File: config.mk
export PLATFORM = sky130hd
export DESIGN_NAME = point_set_gen
export DESIGN_NICKNAME = d
export VERILOG_FILES = /design/src/rtl/point_set_gen.sv
export SDC_FILE = /design/constraint.sdc
export NUM_CORES = 1
export LEC_CHECK = 0
export BUFFER_PORTS_ARGS = -buffer_cell sky130_fd_sc_hd__buf_4
export CELL_PAD_IN_SITES_DETAIL_PLACEMENT = 1
export CELL_PAD_IN_SITES_GLOBAL_PLACEMENT = 1
export CORE_ASPECT_RATIO = 0.75
export CORE_UTILIZATION = 57
export DETAILED_ROUTE_END_ITERATION = 16
export GPL_TIMING_DRIVEN = 0
export PLACE_DENSITY = 0.8
export SETUP_SLACK_MARGIN = 0.4
export SLEW_MARGIN = 5
export SYNTH_ARGS = -nofsm -noshare
export SYNTH_HDL_FRONTEND = slang
export SYNTH_SLANG_ARGS = --single-unit
File: constraint.sdc
create_clock -name clk -period 9.6 [get_ports clk]
set_clock_uncertainty 0.2 [all_clocks]
set_input_delay 1.44 -clock clk [delete_from_list [all_inputs] [get_ports clk]]
set_output_delay 1.44 -clock clk [all_outputs]
set_load 0.02 [all_outputs]
File: src/rtl/point_set_gen.sv
// Random 2-D point set generator: fills an internal point memory with
// xorshift32-drawn (x, y) pairs bounded to an X_MAX x Y_MAX canvas by rejection.
module point_set_gen #(
  parameter int          N_POINTS = 64,
  parameter int          ADDR_W   = 6,
  parameter int          COORD_W  = 10,
  parameter int          X_MAX    = 640,
  parameter int          Y_MAX    = 480,
  parameter logic [31:0] DEF_SEED = 32'h2463534A
) (
  input  logic               clk,
  input  logic               rst,
  input  logic               start,
  input  logic               seed_load,
  input  logic [31:0]        seed_in,
  output logic               busy,
  output logic               done,
  output logic [ADDR_W:0]    points_valid,
  output logic [15:0]        reject_cnt,
  input  logic [ADDR_W-1:0]  rd_addr,
  output logic [COORD_W-1:0] rd_x,
  output logic [COORD_W-1:0] rd_y
);

  typedef enum logic [1:0] {IDLE, GEN_X, GEN_Y, DONE} state_t;

  // Bounds widened by one bit so X_MAX/Y_MAX == 2**COORD_W stay representable.
  localparam logic [COORD_W:0]  X_LIM    = (COORD_W+1)'(X_MAX);
  localparam logic [COORD_W:0]  Y_LIM    = (COORD_W+1)'(Y_MAX);
  localparam logic [ADDR_W-1:0] LAST_IDX = ADDR_W'(N_POINTS - 1);
  localparam logic [ADDR_W:0]   N_LIM    = (ADDR_W+1)'(N_POINTS);
  localparam logic [ADDR_W:0]   PV_ONE   = (ADDR_W+1)'(1);
  localparam logic [ADDR_W-1:0] IDX_ONE  = ADDR_W'(1);

  state_t              state;
  logic [31:0]         rng;
  logic [31:0]         rng_next;
  logic [ADDR_W-1:0]   idx;
  logic [COORD_W-1:0]  x_hold;
  logic [COORD_W-1:0]  d;
  logic                x_ok;
  logic                y_ok;
  logic                wr_en;
  logic                rd_in_range;

  logic [COORD_W-1:0]  mem_x [N_POINTS];
  logic [COORD_W-1:0]  mem_y [N_POINTS];

  always_comb begin
    rng_next = rng;
    rng_next = rng_next ^ (rng_next << 13);
    rng_next = rng_next ^ (rng_next >> 17);
    rng_next = rng_next ^ (rng_next << 5);
  end

  assign d           = rng_next[COORD_W-1:0];
  assign x_ok        = {1'b0, d} < X_LIM;
  assign y_ok        = {1'b0, d} < Y_LIM;
  assign wr_en       = (state == GEN_Y) && y_ok;
  assign rd_in_range = {1'b0, rd_addr} < N_LIM;

  always_ff @(posedge clk or posedge rst) begin
    if (rst) begin
      state        <= IDLE;
      rng          <= DEF_SEED;
      idx          <= '0;
      x_hold       <= '0;
      busy         <= 1'b0;
      done         <= 1'b0;
      points_valid <= '0;
      reject_cnt   <= '0;
    end else begin
      case (state)
        IDLE, DONE: begin
          if (start) begin
            if (seed_load) rng <= (seed_in == 32'd0) ? DEF_SEED : seed_in;
            idx          <= '0;
            points_valid <= '0;
            reject_cnt   <= '0;
            done         <= 1'b0;
            busy         <= 1'b1;
            state        <= GEN_X;
          end
        end
        GEN_X: begin
          rng <= rng_next;
          if (x_ok) begin
            x_hold <= d;
            state  <= GEN_Y;
          end else if (reject_cnt != 16'hFFFF) begin
            reject_cnt <= reject_cnt + 16'd1;
          end
        end
        GEN_Y: begin
          rng <= rng_next;
          if (y_ok) begin
            points_valid <= {1'b0, idx} + PV_ONE;
            if (idx == LAST_IDX) begin
              busy  <= 1'b0;
              done  <= 1'b1;
              state <= DONE;
            end else begin
              idx   <= idx + IDX_ONE;
              state <= GEN_X;
            end
          end else if (reject_cnt != 16'hFFFF) begin
            reject_cnt <= reject_cnt + 16'd1;
          end
        end
        default: state <= IDLE;
      endcase
    end
  end

  // Point memory is deliberately left out of reset so it maps onto block RAM.
  always_ff @(posedge clk) begin
    if (wr_en) begin
      mem_x[idx] <= x_hold;
      mem_y[idx] <= d;
    end
  end

  always_ff @(posedge clk or posedge rst) begin
    if (rst) begin
      rd_x <= '0;
      rd_y <= '0;
    end else begin
      rd_x <= rd_in_range ? mem_x[rd_addr] : '0;
      rd_y <= rd_in_range ? mem_y[rd_addr] : '0;
    end
  end

endmodule

==> impl_metrics.yaml <==
status:
  status: "completed"
global_routing:
  antenna_found_initial: 7
  pin_count_of_the_biggest_net_entering_global_routing: 70
  vias_in_the_first_global_route: 29400
  grt_pass1_wl_um: 222000
  overflow: 0
  grt_util_all_layers: 0.338
job:
  max-cap-violations: 0
critical_path:
  path_class: "primary input to register"
  critical_path.max_fanout: 10
  kind_of_start_point_of_the_critical_path: "primary input"
  setup.worst_path.end_class: "register"
  worstPathRequired_ns: 9.97
  critPathArrivalTime_ns: 5.79
synth:
  ys_seq_area_frac: 0.758
  synth_common_cells: "edfxtp_1, mux4_2, nor2_1"
  ys.flop_type: "edfxtp_1"
  combinational_family_with_the_most_area_after_synthesis: "multiplexers"
  synth.top_cell.area_share: 0.714
  post_synth_num_cell_types: 64
  synth_edf_count: 1280
  synthesis.area_per_instance_um2: 21.9
  synth_compound_area_frac: 0.0196
  synth_nets: 2505
  synth.cell_area_um2: 53900
  synthMuxAreaShare: 0.172
  ys_ff_latch: 1375
  synthMostInstantiatedCell: "edfxtp_1"
  ys.warnings.count: 0
  simple_logic_cell_fraction_of_the_synthesized_area: 0.0247
  postSynthCellCount: 2458
  postSynth.asyncResetShare: 0.0691
  synth.area.top_cells: "edfxtp_1, mux4_2, dfrtp_1"
  synth_xor_xnor_area_share: 0.0131
  post-synth-top-area-cell: "edfxtp_1"
  synthAdderAreaFrac: 0.00116
detailed_routing:
  wl_per_cell_um: 38.6
  via_per_inst: 7.05
  totalWireLength_um: 157000
  detail_route.first_pass.iterations: 6
  drt_first_iter_violations: 4561
  dr_total_vias: 28700
  ant_nets: 0
  detail_route.drc_violations: 0
pwr:
  ir_drop_v: 0.000533
  power.density_nw_per_um2: 330
  cellLeakagePower_nw: 19.7
sta:
  count_of_final_setup_violators: 0
  timing.setup.tns_ns: 0
  rsz0062_at_grt: "false"
  worst_slew_pin_slew_ns: 1.28
  min_period_over_period: 0.564
  timing.slew.headroom: 0.149
  timing.fmax_mhz: 185
  final_report_hold_violation_count: 0
  finalCriticalPeriod_ns: 5.42
  slew_viol_final: 0
die:
  initial_core_util: 0.576
  floorplan.rows: 97
  placeableCoreArea_um2: 93500
  die_height_um: 268
  die_w_um: 357
  floorplan.die_area_um2: 95700
  floorplan.io_pins: 87
cts:
  post_cts.resized_instances: 0
  cts_tree: "done"
  cts_htree_levels: 4
  insertion_delay_ns: 0.75
  clockBufferDepth: 3
  cts.clk_slew.worst_paths_ns: 0.06
  cts_hold_buffers: 0
  clock-sinks: 1375
  postCtsSetupRepairBufs: 0
  clock_tree.root_cell: "clkbuf_16"
  cts-buffers-inserted: 132
cells_and_area:
  p_r_area_growth_vs_syn_pct: 14.7
  layout_cell_share_with_drive_strength_beyond_1: 0.310
  final_cell_count_no_fill: 4070
  fin_nets: 2781
hold_path:
  holdCritPathClass: "register to register"
place:
  place.detailed.instances: 3837
  post-dp-hpwl_um: 96300
  globalplace.congestion: 0.856
  portBuffers: 80
where the power goes:
| part | internal [mW] | total [mW] | switching [mW] |
|---|---|---|---|
| Clock | 2.97 | 5.24 | 2.27 |
| Combinational | 1.57 | 5.70 | 4.13 |
| Sequential | 9.14 | 9.47 | 0.328 |
| Total | 13.7 | 20.4 | 6.73 |
cells in the final DEF, fill, tap and decap left out, types with 17 or more instances in the layout:
master	instances
clkbuf_1	93
a21oi_1	32
edfxtp_1	1280
buf_16	18
nor2_2	38
nand3_1	25
clkbuf_16	136
mux4_2	400
nor2_1	46
a22oi_1	19
clkinv_1	27
nand2_1	63
dfrtp_1	72
mux2i_1	17
o21ai_0	30
nor2_4	29
buf_2	34
buf_8	23
nor2b_1	19
buf_1	28
xnor2_1	37
clkinv_2	19
buf_4	82
cell type report:
cell class | instances | area (µm²)
Multi-Input combinational cell | 934 | 12800
Buffer | 135 | 557
Sequential cell | 1375 | 40800
Fill cell | 7360 | 31700
Clock inverter | 69 | 674
Clock buffer | 162 | 3540
Antenna cell | 2 | 5.00
Tap cell | 1237 | 1550
Inverter | 14 | 55.1
Timing Repair Buffer | 142 | 1790
sequential cells by signal, summed over array words and instances, names as in the netlist, 7 cells and up:
name,cells
mem_x,640
mem_y,640
points_valid,7
rd_x,10
rd_y,10
reject_cnt,16
rng,32
x_hold,10
metal layers:
| metal | global-route usage | part of all wire |
|---|---|---|
| met2 | 0.513 | 0.47 |
| met3 | 0.0864 | 0.12 |
| met1 | 0.486 | 0.38 |
| met4 | 0.112 | 0.033 |
| met5 | 0 | 0.00032 |
stage by stage:
| stage | cell area, µm² | util | power, mW | worst slack [ns] | hold slack (ns) |
|---|---|---|---|---|---|
| floorplan | 53900 | - | 12.3 | 4.73 | 0.276 |
| global placement | 56000 | 0.599 | 14.0 | 0.760 | 0.291 |
| detailed placement | 57600 | 0.616 | 15.1 | 3.58 | 0.321 |
| CTS | 61800 | 0.661 | 20.3 | 4.18 | 0.335 |
| global route | 61800 | 0.661 | 20.8 | 4.18 | 0.352 |
| finish | 61800 | 0.661 | 20.4 | 4.18 | 0.336 |
worst max-delay path, cell delays in order:
cell and delay, ns:
clkbuf_1 0.20, clkbuf_1 0.67, clkbuf_1 0.91, buf_1 0.80, mux4_2 0.43, mux4_2 0.55
mux2i_1 0.57, a21oi_1 0.21
logic make-up after synthesis:
family	Yosys count
and+or+nand+nor	283
buffers and inverters	149
AOI/OAI and AO/OA	157
adders and majority gates	5
xor gates and xnor gates	64
muxes	425
DFF	1375
path summary, 6_finish.rpt:
check,start,end,slack (ns),cells after the start
setup / recovery,rd_addr[1],rd_y[9],4.18,8
hold / removal,rng[19],rng[19],0.34,1
setup reg to reg,rng[12],mem_x[30][4],4.24,8
hold reg to reg,rng[19],rng[19],0.34,1
max in group asynchronous,rst,rng[3],7.80,3
min in group asynchronous,rst,reject_cnt[6],0.60,2
Note: power is estimated with default switching activity, not from simulation.
